--- config.mk ---
export PLATFORM = sky130hd
export DESIGN_NAME = fetch_unit
export DESIGN_NICKNAME = d
export VERILOG_FILES = /design/src/rtl/fetch_pkg.sv /design/src/rtl/fetch_skid_fifo.sv /design/src/rtl/fetch_unit.sv
export SDC_FILE = /design/constraint.sdc
export NUM_CORES = 1
export LEC_CHECK = 0
export CORE_ASPECT_RATIO = 2
export CORE_UTILIZATION = 53
export DETAILED_ROUTE_END_ITERATION = 10
export PLACE_DENSITY_LB_ADDON = 0.25
export SLEW_MARGIN = 0
export SYNTH_ARGS = -nofsm -noshare
export SYNTH_HDL_FRONTEND = slang
export SYNTH_SLANG_ARGS = --single-unit
--- constraint.sdc ---
create_clock -name clk -period 2.3 [get_ports clk]
set_input_delay 0.575 -clock clk [delete_from_list [all_inputs] [get_ports clk]]
set_output_delay 0.575 -clock clk [all_outputs]
set_load 0.1 [all_outputs]
--- src/rtl/fetch_pkg.sv ---
// Shared types for the instruction-fetch stage: the queue entry handed to decode
// and the NOP word used for fetches beyond the end of instruction memory.
package fetch_pkg;

    localparam logic [31:0] NOP_INSTR = 32'h0000_0013;

    typedef struct packed {
        logic [31:0] pc;
        logic [31:0] pc_plus4;
        logic [31:0] instr;
        logic        fault;
    } fetch_entry_t;

    localparam int ENTRY_W = $bits(fetch_entry_t);

endpackage

--- src/rtl/fetch_skid_fifo.sv ---
// Two-entry FIFO of fetch entries between the PC/imem side and decode.
// Flush wins over push/pop so a redirect discards everything in flight.
module fetch_skid_fifo
    import fetch_pkg::*;
(
    input  logic               clk,
    input  logic               rst_n,
    input  logic               i_push,
    input  logic               i_pop,
    input  logic               i_flush,
    input  logic [ENTRY_W-1:0] i_wr_entry,
    output logic [ENTRY_W-1:0] o_rd_entry,
    output logic [1:0]         o_count
);

    fetch_entry_t r_mem [2];
    logic         r_wr_ptr;
    logic         r_rd_ptr;
    logic [1:0]   r_count;

    assign o_rd_entry = r_mem[r_rd_ptr];
    assign o_count    = r_count;

    // A push and pop together when full is safe: the slot written is the one
    // being popped, and the read pointer moves past it on the same edge.
    always_ff @(posedge clk or negedge rst_n) begin
        if (!rst_n) begin
            r_mem[0] <= '0;
            r_mem[1] <= '0;
            r_wr_ptr <= 1'b0;
            r_rd_ptr <= 1'b0;
            r_count  <= 2'd0;
        end else if (i_flush) begin
            r_wr_ptr <= 1'b0;
            r_rd_ptr <= 1'b0;
            r_count  <= 2'd0;
        end else begin
            if (i_push) begin
                r_mem[r_wr_ptr] <= fetch_entry_t'(i_wr_entry);
                r_wr_ptr        <= ~r_wr_ptr;
            end
            if (i_pop) begin
                r_rd_ptr <= ~r_rd_ptr;
            end
            r_count <= r_count + {1'b0, i_push} - {1'b0, i_pop};
        end
    end

endmodule

--- src/rtl/fetch_unit.sv ---
// Instruction-fetch stage: owns the PC, addresses instruction memory, range-checks
// the fetch and queues {pc, pc+4, instr, fault} toward decode with valid/ready.
module fetch_unit #(
    parameter logic [31:0] RESET_PC   = 32'h0000_0000,
    parameter int unsigned IMEM_BYTES = 1024,
    parameter logic [31:0] NOP_INSTR  = fetch_pkg::NOP_INSTR
) (
    input  logic        clk,
    input  logic        rst_n,
    output logic [31:0] imem_addr,
    input  logic [31:0] imem_instr,
    input  logic        redirect_valid,
    input  logic [31:0] redirect_pc,
    input  logic        id_ready,
    output logic        id_valid,
    output logic [31:0] id_pc,
    output logic [31:0] id_pc_plus4,
    output logic [31:0] id_instr,
    output logic        id_fault,
    output logic        misalign_err
);

    import fetch_pkg::*;

    logic [31:0]        r_pc;
    logic               r_misalign;
    logic               w_in_range;
    logic               w_push;
    logic               w_pop;
    logic [1:0]         w_count;
    fetch_entry_t       w_wr_entry;
    fetch_entry_t       w_head;
    logic [ENTRY_W-1:0] w_head_bits;

    // 33-bit compare so a PC near 2^32 cannot wrap into range.
    assign w_in_range = ({1'b0, r_pc} + 33'd3) < 33'(IMEM_BYTES);

    assign id_valid = (w_count != 2'd0);
    assign w_pop    = id_valid && id_ready;
    assign w_push   = !redirect_valid && ((w_count < 2'd2) || w_pop);

    always_comb begin
        w_wr_entry          = '0;
        w_wr_entry.pc       = r_pc;
        w_wr_entry.pc_plus4 = r_pc + 32'd4;
        w_wr_entry.instr    = w_in_range ? imem_instr : NOP_INSTR;
        w_wr_entry.fault    = !w_in_range;
    end

    always_ff @(posedge clk or negedge rst_n) begin
        if (!rst_n) begin
            r_pc       <= RESET_PC;
            r_misalign <= 1'b0;
        end else begin
            r_misalign <= redirect_valid && (redirect_pc[1:0] != 2'b00);
            if (redirect_valid) begin
                r_pc <= {redirect_pc[31:2], 2'b00};
            end else if (w_push) begin
                r_pc <= r_pc + 32'd4;
            end
        end
    end

    fetch_skid_fifo u_fifo (
        .clk        (clk),
        .rst_n      (rst_n),
        .i_push     (w_push),
        .i_pop      (w_pop),
        .i_flush    (redirect_valid),
        .i_wr_entry (w_wr_entry),
        .o_rd_entry (w_head_bits),
        .o_count    (w_count)
    );

    assign w_head       = fetch_entry_t'(w_head_bits);
    assign imem_addr    = r_pc;
    assign id_pc        = w_head.pc;
    assign id_pc_plus4  = w_head.pc_plus4;
    assign id_instr     = w_head.instr;
    assign id_fault     = w_head.fault;
    assign misalign_err = r_misalign;

endmodule
---- After elaboration in Yosys (flattened, before gate mapping) ----
Cells that the tools add are included.
storage, ports and cells
  output and inout bits ................... 131
  input port bits ......................... 68
  logic and storage cells ................. 53
  flip-flop bits (word level) ............. 231
operators by class
  magnitude comparators ................... 5
  reductions and logical operators ........ 12
  mux-type cells .......................... 14
  bitwise operators ....................... 5
  add/subtract/negate cells ............... 4
operators by type and width
  cell                                                                     count
  97-bit two-way mux                                                       4
  194-bit bitwise mux                                                      1
  97-bit demux with 1-bit select                                           1
  32-bit two-way mux                                                       3
  32-bit by 2-bit adder with 33-bit output (second input constant)         1
  33-bit by 11-bit < comparator with 1-bit output (second input constant)  1
  32-bit by 3-bit adder with 32-bit output (second input constant)         1
  2-bit nonzero test                                                       4
  2-bit >= comparator (second input constant)                              2
  1-bit logical AND                                                        4
  1-bit two-way mux                                                        4
  1-bit inverter with 2-bit output                                         2
  1-bit inverter                                                           3
  2-bit by 1-bit adder with 2-bit output                                   1
  1-bit zero test                                                          2
  2-bit by 1-bit < comparator with 1-bit output (second input constant)    1
  2-bit < comparator (second input constant)                               1
  2-bit two-way mux                                                        1
  2-bit AND reduction                                                      1
  2-bit by 1-bit subtractor with 2-bit output                              1
  1-bit logical OR                                                         1

---- Depth between registers and ports, before layout ----
Gate-level depths: netlist of the first run.
  depth after elaboration ................. 7
  mapped depth ............................ 9
  depth with buffers taken out ............ 9

---- Modules after synthesis ----
A second synthesis of the first run with hierarchy kept.
unflattened totals
  cells, all modules ...................... 904
  area total of the unflattened synthesis .. 11,408.4 um^2
by module, submodules not included
  module           area each (um^2)  cells each  seq. area each (um^2)  instances
  fetch_skid_fifo  8,521.9           533         4,954.8                1
  fetch_unit       2,886.5           371         775.7                  1

---- Least setup slack after synthesis of the first run ----
No wires, ideal clock.
  kind .................................... reg-to-output
  start ................................... register u_fifo.r_rd_ptr
  end ..................................... output port id_instr[22]
  path buffers ............................ 2
  data required time ...................... 1,725 ps
  path slack .............................. 124 ps
  cell stages (with the launch flop) ...... 4
  arrival time ............................ 1,601 ps
  path through ............................ dfrtp_1 -> clkbuf_1 -> clkbuf_1 -> mux2_2
between the ends
  cells in the longest elaborated chain, start to end .. 4
ends and longest elaborated chain
  item                                                    line                   text
  start, declared                                         fetch_skid_fifo.sv:18  logic r_rd_ptr;
  start signal, assigned                                  fetch_skid_fifo.sv:43  r_rd_ptr <= ~r_rd_ptr;
  1-bit inverter with 2-bit output (not written as such)  fetch_skid_fifo.sv:21  assign o_rd_entry = r_mem[r_rd_ptr];
  97-bit two-way mux (not written as such) (3 in a row)   fetch_skid_fifo.sv:21
  end, declared                                           fetch_unit.sv:18       output logic [31:0] id_instr,
No other way between the ends. The select of a mux whose other input is x is not followed.

---- Worst setup path after layout of the first run ----
  start ................................... register u_fifo.r_rd_ptr
  end ..................................... output port id_pc_plus4[9]
between the ends
  cells in the longest elaborated chain, start to end .. 4
ends and longest elaborated chain
  item                                                    line                   text
  1-bit inverter with 2-bit output (not written as such)  fetch_skid_fifo.sv:21
  97-bit two-way mux (not written as such) (3 in a row)   fetch_skid_fifo.sv:21
  end, declared                                           fetch_unit.sv:17       output logic [31:0] id_pc_plus4,
No other way between the ends. The select of a mux whose other input is x is not followed.

==> key figures, run 1 <==
Outcome
  • Status: finished, violations left
  • Failing checks: setup timing

Pwr
  • VDD IR max: 1.267 mV
  • Sw frac: 0.4576
  • Tot Pwr: 21240 µW
  • Power share of the clock group: 0.167
  • Sequential share of power: 0.262
  • Comb power frac: 0.571
  • Leak: 0.006593 µW
  • Internal: 11520 µW
  • PD cells: 1418 nW/µm²
  • Sw Pwr: 9718 µW

Layout
  • Layout filler cell count: 1295
  • Area of the multi-input gates: 4539 µm²
  • Layout cell share with drive strength beyond 1: 0.2980
  • Sequential Area: 5535 µm²
  • Fin nets: 1322
  • Number of diodes: 0
  • Area Growth Syn to Fin: 40.92%

Global routing
  • First-pass GRT wire length: 44150 µm
  • Vias in the first global route: 8802
  • Initial antenna violation count: 0
  • Grt ovf: 0
  • Largest net degree at the start of global routing: 76
  • GRT Util Overall: 0.2740

Timing
  • Final Setup Violations: 93
  • Setup TNS: -7.827 ns
  • Hold Vio Cnt, Final: 0
  • RSZ-0062 raised after global routing: true
  • Slew Limit Fails: 0
  • Maximum clock rate: 415.9 MHz
  • Worst setup margin: -0.1045 ns
  • Crit path time final: 2.404 ns
  • Final Cycle Share: 1.045
  • Max Clock Skew: 0.01416 ns

Synth
  • Leading area contributor after synthesis: dfrtp_1
  • Mean Syn Cell Area: 9.859 µm²
  • Post-Synthesis Cells: 1078
  • YS warnings: 0
  • Synth area leaders: dfrtp_1 52%, mux2_2 13%, nand2_1 10%
  • Top-count cell post-synth: nand2_1
  • Number of enable flip-flop cells after synthesis: 0
  • Synth cell count leaders: 282 x nand2_1, 221 x dfrtp_1, 124 x mux2_2, 98 x o21ai_0, 54 x o21ai_1
  • Post-synthesis sequential area ratio: 0.5204
  • Synthesized area: 10630 µm²
  • Synth Register Bits: 221
  • Post-synth ARST share: 1.000
  • Primary FF master, synth: dfrtp_1
  • Post-synth top area share: 0.5204
  • Library cells used by synthesis: 34

Routing
  • Routed via count: 8314
  • Vias/cell: 5.455
  • First-pass DRT Iterations: 5
  • Final WL: 27760 µm
  • Post-DRT Antenna Nets: 0
  • Drt wl/cell: 18.21 µm
  • DRC viols: 0
  • Initial DRC Count: 396

Placed design
  • Port Buf Inserts: 192
  • GPL Wtd Cong: 0.8406
  • HPWL after DPL: 19160 µm

Worst setup path
  • WP data required: 1.73 ns
  • Setup crit start kind: register
  • CP endpoint kind: output port
  • WP data arrival: 1.83 ns
  • Worst R2R Path Depth: 7
  • Critical setup path kind: reg -> out
  • Worst-path maximum fanout: 9

Clock network
  • CTS tree: yes
  • CTS root buf: clkbuf_16
  • Latest clock arrival within the worst-skew pair: 0.50 ns
  • Reg clk slew, reported paths: 0.07 ns
  • Number of buffers created by CTS: 20
  • H-tree lvl count: 1
  • CTS Sinks: 221
  • Longest Clk Path Bufs: 3

Hold path
  • Hold Crit Class: in -> reg
  • Cell count of the worst hold path: 2

Floorplan
  • Die height: 202.3 µm
  • Num rows: 72
  • Full die area: 20660 µm²
  • Core ar.: 19460 µm²
  • I/O pin cnt: 199
  • Die W: 102.1 µm
  • Initial core utilization: 0.5462

Run
  • Max_cap viols: 0
[critical path, stage by stage (launching register included)]
cell and delay, ns:
dfrtp_4 0.48, buf_6 0.16, buf_12 0.14, mux2_2 0.38, buf_12 0.17
[through the flow]
stage / worst slack [ns] / hold slack [ns] / cell area, µm² / instances / util
floorplan: 0.1239 / 0.2794 / 10650 / 1083 / -
global placement: 0.05549 / 0.4534 / 14000 / 1476 / 0.7193
detailed placement: -0.02638 / 0.4598 / 14000 / 1476 / 0.7193
CTS: -0.1223 / 0.2989 / 14800 / 1520 / 0.7605
global route: -0.1347 / 0.3046 / 14980 / 1524 / 0.7697
finish: -0.1045 / 0.3104 / 14980 / 1524 / 0.7697
[per-layer routing]
metal  global-route usage  share of wire
met1               0.3079           0.36
met2               0.4983           0.55
met3              0.03700          0.046
met4               0.1260          0.042
met5                    0              0
[worst paths after layout]
| path | startpoint | endpoint | slack [ns] |
|---|---|---|---|
| max | u_fifo.r_rd_ptr$_DFFE_PN0P_ | id_pc_plus4[9] | -0.10 |
| min reg2reg | u_fifo.r_mem[40]$_DFFE_PN0P_ | u_fifo.r_mem[40]$_DFFE_PN0P_ | 0.48 |
| max in group asynchronous | rst_n | misalign_err$_DFF_PN0_ | 1.05 |
| min | redirect_valid | u_fifo.r_wr_ptr$_DFFE_PN0N_ | 0.31 |
| max reg2reg | imem_addr[2]$_DFFE_PN0N_ | u_fifo.r_mem[156]$_DFFE_PN0P_ | 0.09 |
| min in group asynchronous | rst_n | u_fifo.r_mem[74]$_DFFE_PN0P_ | 0.57 |
[what timing repair did]
item,4_1_cts,5_1_grt
endpoints found under the setup margin,93,97
hold buffers,1,0
cloned,1,3
resized for setup,4,34
hold endpoints to repair,19,0
setup buffers,6,2
[power by group through the flow]
stage,Combinational (µW),Clock [µW],Sequential (µW)
detailed placement,11700,0,5640
floorplan,7680,0,5390
finish,12100,3540,5560
CTS,12000,3600,5540
global placement,11600,0,5550
global route,12500,3760,5680
[registers in the layout (all words and copies together) (netlist names)]
name	flops
misalign_err	1
u_fifo.o_count	2
imem_addr	30
u_fifo.r_mem	186
u_fifo.r_wr_ptr	1
u_fifo.r_rd_ptr	1
[cells by family (layout without fill, tap and decap cells)]
family / after synthesis / count (layout) / share of synthesized area
other: 1 / 6 / 0.0003529
DFF: 221 / 221 / 0.5204
muxes: 125 / 125 / 0.1323
adders and majority gates: 3 / 3 / 0.003532
and+or+nand+nor: 383 / 383 / 0.1534
xor gates and xnor gates: 61 / 61 / 0.05027
AOI/OAI and AO/OA: 157 / 157 / 0.07558
buffers and inverters: 127 / 309 / 0.06416
[cells in the final DEF, fill, tap and decap left out, drive strengths merged]
master / n
and2: 2
and3: 2
and4: 6
buf: 201
bufinv: 2
clkbuf: 32
clkdlybuf4s50: 65
clkinv: 3
conb: 6
dfrtp: 221
dlygate4sd3: 1
ha: 3
inv: 5
mux2: 124
mux2i: 1
nand2: 285
nand2b: 1
nand3: 13
nand4: 11
nor2: 24
nor2b: 5
nor3: 19
nor4: 11
o21a: 1
o21ai: 156
or2: 2
or3: 1
or4: 1
xnor2: 51
xor2: 10
[final cells by class]
type                    instances  share of cell area
flip-flops and latches        221              0.3696
multi-input cells             735              0.3031
repair buffers                269              0.2576
clock buffers                  30             0.04135
well taps                     259             0.02164
clock inverters                 6            0.005764
inverters                       4            0.001003
(Power assumes the default switching activity.)
==> inputs of run 2 (changes only) <==
--- a/config.mk
+++ b/config.mk
@@ -5,9 +5,11 @@
 export SDC_FILE = /design/constraint.sdc
 export NUM_CORES = 1
 export LEC_CHECK = 0
+export ABC_AREA = 0
 export CORE_ASPECT_RATIO = 2
-export CORE_UTILIZATION = 53
+export CORE_UTILIZATION = 55
 export DETAILED_ROUTE_END_ITERATION = 10
+export DONT_BUFFER_PORTS = 1
 export PLACE_DENSITY_LB_ADDON = 0.25
 export SLEW_MARGIN = 0
 export SYNTH_ARGS = -nofsm -noshare
==> run 2 against run 1 <==
Effect of this change:
- the flow finishes with violations (hold timing, setup timing)
- register-to-register slack improved by 0.14 ns
- clock skew is 0.0048 ns higher
- via count down 14%
- critical path depth shrank 1
- first-iteration DRC count rose by 0.25%
- non-clock buffer count is 209 lower
==> key figures, run 2 (synthesis gave the netlist of run 1 again) <==
Timing
  • Crit path time final: 2.421 ns (+0.01606 ns)
  • Slew margin rel.: 0.6575
  • Worst setup margin: -0.1206 ns (-0.01606 ns)
  • RSZ-0062 raised after global routing: true
  • Maximum clock rate: 413.1 MHz (-0.66%)
  • Final Cycle Share: 1.052 (+0.006983)
  • Max Clock Skew: 0.01896 ns (+0.004801 ns)
  • Final Setup Violations: 92 (-1.1%)
  • Worst hold slack: -0.2270 ns (-0.5374 ns)
  • Worst slew pin tran: 0.5160 ns
  • Slew Limit Fails: 0 (unchanged)
  • Setup TNS: -6.619 ns (+1.208 ns)
  • Hold Vio Cnt, Final: 221 (+221)

Global routing
  • GRT Util Overall: 0.2485 (-0.02549)
  • Most Used Layer, Global Route: met2
  • Grt ovf: 0 (unchanged)
  • Vias in the first global route: 7274 (-17%)
  • Met1 Use GR: 0.3020 (-0.005932)
  • Met3 usage: 0.04322 (+0.006220)
  • Initial antenna violation count: 0 (unchanged)
  • First-pass GRT wire length: 38730 µm (-12%)
  • Largest net degree at the start of global routing: 222 (+190%)
  • GR Layer Usage met2: 0.4373 (-0.06098)

Clock network
  • Reg clk slew, reported paths: 0.07 ns (about the same)
  • H-tree lvl count: 1 (unchanged)
  • CTS Sinks: 221 (unchanged)
  • CTS root buf: clkbuf_16
  • CTS tree: yes
  • Longest Clk Path Bufs: 3 (unchanged)
  • Latest clock arrival within the worst-skew pair: 0.50 ns (about the same)
  • Number of buffers created by CTS: 20 (unchanged)

Worst setup path
  • Critical setup path kind: reg -> out
  • CP bufs+invs: 2 (-1)
  • Critical R2R Capture: imem_addr[31]$_DFFE_PN0N_
  • Setup crit start kind: register
  • Max incr delay on CP: 0.58 ns (+0.10 ns)
  • Top delay family on crit path: flip-flops
  • Flop-to-flop setup slack: 0.23 ns (+0.14 ns)
  • Reg-to-Reg Start: imem_addr[20]$_DFFE_PN0N_
  • Worst R2R Path Depth: 5 (-2)
  • CP endpoint kind: output port
  • WP depth: 3 (-1)
  • WP data required: 1.73 ns (about the same)
  • Worst-path maximum fanout: 11 (+2)
  • Critical-path top delay cell: dfrtp_4
  • Worst path cell trace: buf_16, buf_4, mux2_4
  • WP data arrival: 1.85 ns (+0.02 ns)

Routing
  • Routed via count: 7160 (-14%)
  • Post-DRT Antenna Nets: 0 (unchanged)
  • DRC viols: 0 (unchanged)
  • Drt wl/cell: 18.98 µm (+4.2%)
  • Final WL: 24880 µm (-10%)
  • Initial DRC Count: 397 (+0.25%)
  • First-pass DRT Iterations: 4 (-1)
  • Vias/cell: 5.461 (+0.11%)

Floorplan
  • Num rows: 71 (-1.4%)
  • Core ar.: 18830 µm² (-3.2%)
  • Initial core utilization: 0.5643 (+0.01814)
  • Die height: 198.6 µm (-1.8%)
  • Full die area: 19920 µm² (-3.6%)
  • I/O pin cnt: 199 (unchanged)
  • Die W: 100.3 µm (-1.8%)

Layout
  • Area Growth Syn to Fin: 12.48%
  • Fin nets: 1113 (-16%)
  • Layout filler cell count: 1600 (+24%)
  • Largest register FFs: 186 (unchanged)
  • Most frequent cells in the layout: 281 x nand2_1, 220 x dfrtp_1, 98 x o21ai_0, 89 x mux2_4, 54 x o21ai_1
  • Layout cell share with drive strength beyond 1: 0.2206 (-0.07738)
  • Most flops, register: u_fifo.r_mem
  • Most common cell after layout, fill and taps aside: nand2_1
  • Number of diodes: 0 (unchanged)
  • Final core occ: 0.6347 (-0.1349)

Pwr
  • Sw frac: 0.5012 (+0.04362)
  • Comb power frac: 0.505 (-0.066)
  • Internal: 9031 µW (-22%)
  • Power share of the clock group: 0.187 (+0.020)
  • Sw Pwr: 9074 µW (-6.6%)
  • PD cells: 1515 nW/µm² (+6.8%)
  • VDD IR max: 1.221 mV (-3.7%)
  • Sequential share of power: 0.308 (+0.046)
  • Tot Pwr: 18110 µW (-15%)
  • Leak: 0.005308 µW (-19%)

Placed design
  • GPL Wtd Cong: 0.8676 (+3.2%)
  • Port Buf Inserts: 0 (-100%)
  • DP Worst Slack: 0.2606 ns (+0.2870 ns)
  • HPWL after DPL: 16150 µm (-16%)

Outcome
  • Status: finished, violations left
  • Failing checks: hold timing, setup timing

Hold path
  • Hold Crit Class: in -> async

Run
  • Max_cap viols: 0 (unchanged)
run 2: cell count changes in the layout (fill, tap and decap cells not counted), sizes merged:
cell / change
inv: -1
buf: -143
dlygate4sd3: -1
clkbuf: -2
clkdlybuf4s50: -65
bufinv: -1
clkinvlp: +2
clkinv: +2
run 2: area by class of cell:
class / count / area, µm² / share of cell area
Sequential cell: 221 / 5534 / 0.4629
Clock buffer: 28 / 591.8 / 0.04951
Clock inverter: 8 / 73.82 / 0.006175
Tap cell: 255 / 319.1 / 0.02669
Multi-Input combinational cell: 735 / 4783 / 0.4001
Timing Repair Buffer: 60 / 636.9 / 0.05328
Inverter: 4 / 15.01 / 0.001256
run 2: what timing repair did:
item | 4_1_cts | 5_1_grt
setup buffers | 2 | 6
endpoints found under the hold margin | 221 | 221
resized for setup | 80 | 19
cloned | 1 | 2
endpoints found under the setup margin | 93 | 93
run 2: worst reg2reg max path: stages (launching register included):
cell and delay (ns):
dfrtp_1 0.49, and4_1 0.35, nand4_1 0.40, nor4_1 0.46
xnor2_1 0.17, o21ai_1 0.07
run 2: power by group through the flow:
| stage | clock network (µW) | logic, µW | registers, µW |
|---|---|---|---|
| 2_1_floorplan | 0 | 7680 | 5390 |
| 3_3_place_gp | 0 | 8380 | 5520 |
| 3_5_place_dp | 0 | 8430 | 5580 |
| 4_1_cts | 3450 | 9040 | 5540 |
| 5_1_grt | 3630 | 9450 | 5700 |
| 6_report | 3390 | 9130 | 5580 |
run 2: worst max-delay path by stage:
stage,from,endpoint,slack [ns]
floorplan,u_fifo.r_rd_ptr$_DFFE_PN0P_,id_instr[22],0.12
global placement,imem_addr[29]$_DFFE_PN0N_,u_fifo.r_mem[1]$_DFFE_PN0P_,0.28
detailed placement,imem_addr[29]$_DFFE_PN0N_,u_fifo.r_mem[102]$_DFFE_PN0P_,0.26
CTS,u_fifo.r_rd_ptr$_DFFE_PN0P_,id_pc[18],-0.14
global route,u_fifo.r_rd_ptr$_DFFE_PN0P_,id_pc_plus4[29],-0.16
finish,u_fifo.r_rd_ptr$_DFFE_PN0P_,id_pc_plus4[29],-0.12
run 2: through the flow:
stage          area (µm²)  instances
4_1_cts             11810       1305
3_3_place_gp        10800       1266
6_report            11950       1311
2_1_floorplan       10650       1083
3_5_place_dp        10800       1266
5_1_grt             11950       1311
run 2: metal layers:
layer / share of wire / wire length, µm / vias to the layer above
met2: 0.52 / 12880 / 176
met5: 0 / 0 / -
met1: 0.40 / 9896 / 3492
met3: 0.051 / 1257 / 42
met4: 0.034 / 841 / 0
li1: - / - / 3450
==> inputs of run 3 (changes only) <==
--- a/config.mk
+++ b/config.mk
@@ -6,8 +6,10 @@
 export NUM_CORES = 1
 export LEC_CHECK = 0
 export ABC_AREA = 0
+export CELL_PAD_IN_SITES_DETAIL_PLACEMENT = 1
+export CELL_PAD_IN_SITES_GLOBAL_PLACEMENT = 1
 export CORE_ASPECT_RATIO = 2
-export CORE_UTILIZATION = 55
+export CORE_UTILIZATION = 49
 export DETAILED_ROUTE_END_ITERATION = 10
 export DONT_BUFFER_PORTS = 1
 export PLACE_DENSITY_LB_ADDON = 0.25
==> run 3 against run 2 <==
Effect of this change:
- sequential share of layout area is 5.5 points lower
- highest routed layer unchanged
- final area is 13% higher
- clock power about the same
- critical path type unchanged
- register-to-register slack got worse by 0.03 ns
- core utilization increased by 0.70 points
- the flow still finishes with violations (hold timing, setup timing)
- worst hold slack improved by 0.0065 ns
==> key figures, run 3 (synthesis gave the netlist of run 1 again) <==
Outcome
  • Status: finished, violations left
  • Failing checks: hold timing, setup timing

Routing
  • Routed via count: 7863 (+9.8%)
  • DRC viols: 0 (unchanged)
  • First-pass DRT Iterations: 8 (+4)
  • Vias/cell: 5.553 (+1.7%)
  • Post-DRT Antenna Nets: 0 (unchanged)
  • Initial DRC Count: 368 (-7.3%)
  • Final WL: 30610 µm (+23%)
  • Drt wl/cell: 21.62 µm (+14%)

Timing
  • Final Setup Violations: 81 (-12%)
  • Crit path time final: 2.457 ns (+0.03682 ns)
  • Max Clock Skew: 0.01647 ns (-0.002492 ns)
  • Hold Vio Cnt, Final: 221 (unchanged)
  • Slew Limit Fails: 0 (unchanged)
  • Final Cycle Share: 1.068 (+0.01601)
  • RSZ-0062 raised after global routing: true
  • Maximum clock rate: 406.9 MHz (-1.5%)
  • Worst hold slack: -0.2205 ns (+0.006474 ns)
  • Worst setup margin: -0.1574 ns (-0.03682 ns)

Floorplan
  • Die height: 210.3 µm (+5.9%)
  • Initial core utilization: 0.5033 (-0.06096)
  • Core ar.: 21110 µm² (+12%)
  • Num rows: 75 (+5.6%)
  • Full die area: 22320 µm² (+12%)
  • Die W: 106.1 µm (+5.8%)
  • I/O pin cnt: 199 (unchanged)

Clock network
  • CTS Sinks: 221 (unchanged)
  • Longest Clk Path Bufs: 3 (unchanged)
  • CTS tree: yes
  • Number of buffers created by CTS: 20 (unchanged)
  • Reg clk slew, reported paths: 0.07 ns (about the same)
  • H-tree lvl count: 1 (unchanged)
  • CTS root buf: clkbuf_16
  • Latest clock arrival within the worst-skew pair: 0.49 ns (about the same)

Worst setup path
  • WP data required: 1.73 ns (about the same)
  • Critical setup path kind: reg -> out
  • Setup crit start kind: register
  • WP data arrival: 1.88 ns (+0.03 ns)
  • CP endpoint kind: output port
  • Worst-path maximum fanout: 12 (+1)

Layout
  • Final core occ: 0.6417 (+0.006986)
  • Largest register FFs: 186 (unchanged)
  • Sequential Area: 5534 µm² (unchanged)
  • Layout cell share with drive strength beyond 1: 0.2818 (+0.06121)
  • Most flops, register: u_fifo.r_mem
  • Final non-filler cell total: 1416 (+8.0%)
  • Layout filler cell count: 2185 (+37%)
  • Area of the multi-input gates: 4542 µm² (-5.0%)
  • Fin nets: 1204 (+8.2%)
  • Area Growth Syn to Fin: 27.49%
  • Most common cell after layout, fill and taps aside: nand2_1
  • Most frequent cells in the layout: 281 x nand2_1, 220 x dfrtp_1, 101 x mux2_2, 98 x o21ai_0, 94 x buf_12

Global routing
  • Largest net degree at the start of global routing: 222 (unchanged)
  • Vias in the first global route: 8778 (+21%)
  • Initial antenna violation count: 1 (+1)
  • Grt ovf: 0 (unchanged)
  • GRT Util Overall: 0.2660 (+0.01749)
  • First-pass GRT wire length: 46830 µm (+21%)

Placed design
  • HPWL after DPL: 19900 µm (+23%)
  • GPL Wtd Cong: 0.8377 (-3.4%)
  • DP Worst Slack: 0.2266 ns (-0.03403 ns)
  • Port Buf Inserts: 0 (unchanged)
  • Inst Count DP: 1369 (+8.1%)

Run
  • Max_cap viols: 0 (unchanged)

Hold path
  • Hold Crit Class: in -> async

Pwr
  • Tot Pwr: 20490 µW (+13%)
  • PD cells: 1512 nW/µm² (-0.15%)
  • Leak: 0.005955 µW (+12%)
  • VDD IR max: 1.415 mV (+16%)
-- run 3: final cells by class --
class	instances	area share
inverters	4	0.001108
multi-input cells	735	0.3352
clock buffers	34	0.04904
flip-flops and latches	221	0.4084
diodes	1	0.0001847
repair buffers	151	0.1808
clock inverters	1	0.0003694
well taps	269	0.02484
-- run 3: where the power goes --
| group | internal (µW) | total [µW] | switching [µW] | leakage (µW) |
|---|---|---|---|---|
| Combinational | 3950 | 11500 | 7560 | 0.00280 |
| Clock | 1960 | 3370 | 1420 | 0.000332 |
| Sequential | 4950 | 5610 | 658 | 0.00283 |
-- run 3: layer usage --
metal | global-route usage | routed length, µm
met5 | 0 | 0
met1 | 0.2960 | 11340
met3 | 0.03587 | 1194
met2 | 0.5047 | 17050
met4 | 0.09722 | 1024
-- run 3: what timing repair did --
action,4_1_cts,5_1_grt
pin swaps,0,1
gates cloned,0,7
endpoints found under the setup margin,93,92
resized for setup,11,23
setup buffers,0,4
hold endpoints to repair,221,221
-- run 3: metrics by stage --
stage                     TNS [ns]  instance area [µm²]
after floorplan                  0                10650
after global placement           0                12570
after detailed placement         0                12570
after CTS                   -9.723                13290
after global routing        -13.40                13550
final                       -9.577                13550
-- run 3: path summary, 6_finish.rpt --
path                                               start                       endpoint  slack, ns  cells past startpoint
setup / recovery             u_fifo.r_rd_ptr$_DFFE_PN0P_                id_pc_plus4[17]      -0.16                      4
hold / removal                                     rst_n   u_fifo.r_mem[23]$_DFFE_PN0P_      -0.22                      0
setup reg to reg               imem_addr[18]$_DFFE_PN0N_    u_fifo.r_mem[5]$_DFFE_PN0P_       0.20                      6
hold reg to reg            u_fifo.r_mem[101]$_DFFE_PN0P_  u_fifo.r_mem[101]$_DFFE_PN0P_       0.48                      2
max in group asynchronous                          rst_n  u_fifo.r_mem[100]$_DFFE_PN0P_       2.17                      0
min in group clk                          redirect_valid    u_fifo.r_rd_ptr$_DFFE_PN0P_       0.15                      1
-- run 3: worst max-delay path, stage by stage (launching register included) --
cell	delay [ns]
dfrtp_4	0.47
buf_6	0.16
clkbuf_16	0.19
mux2_2	0.38
buf_12	0.17
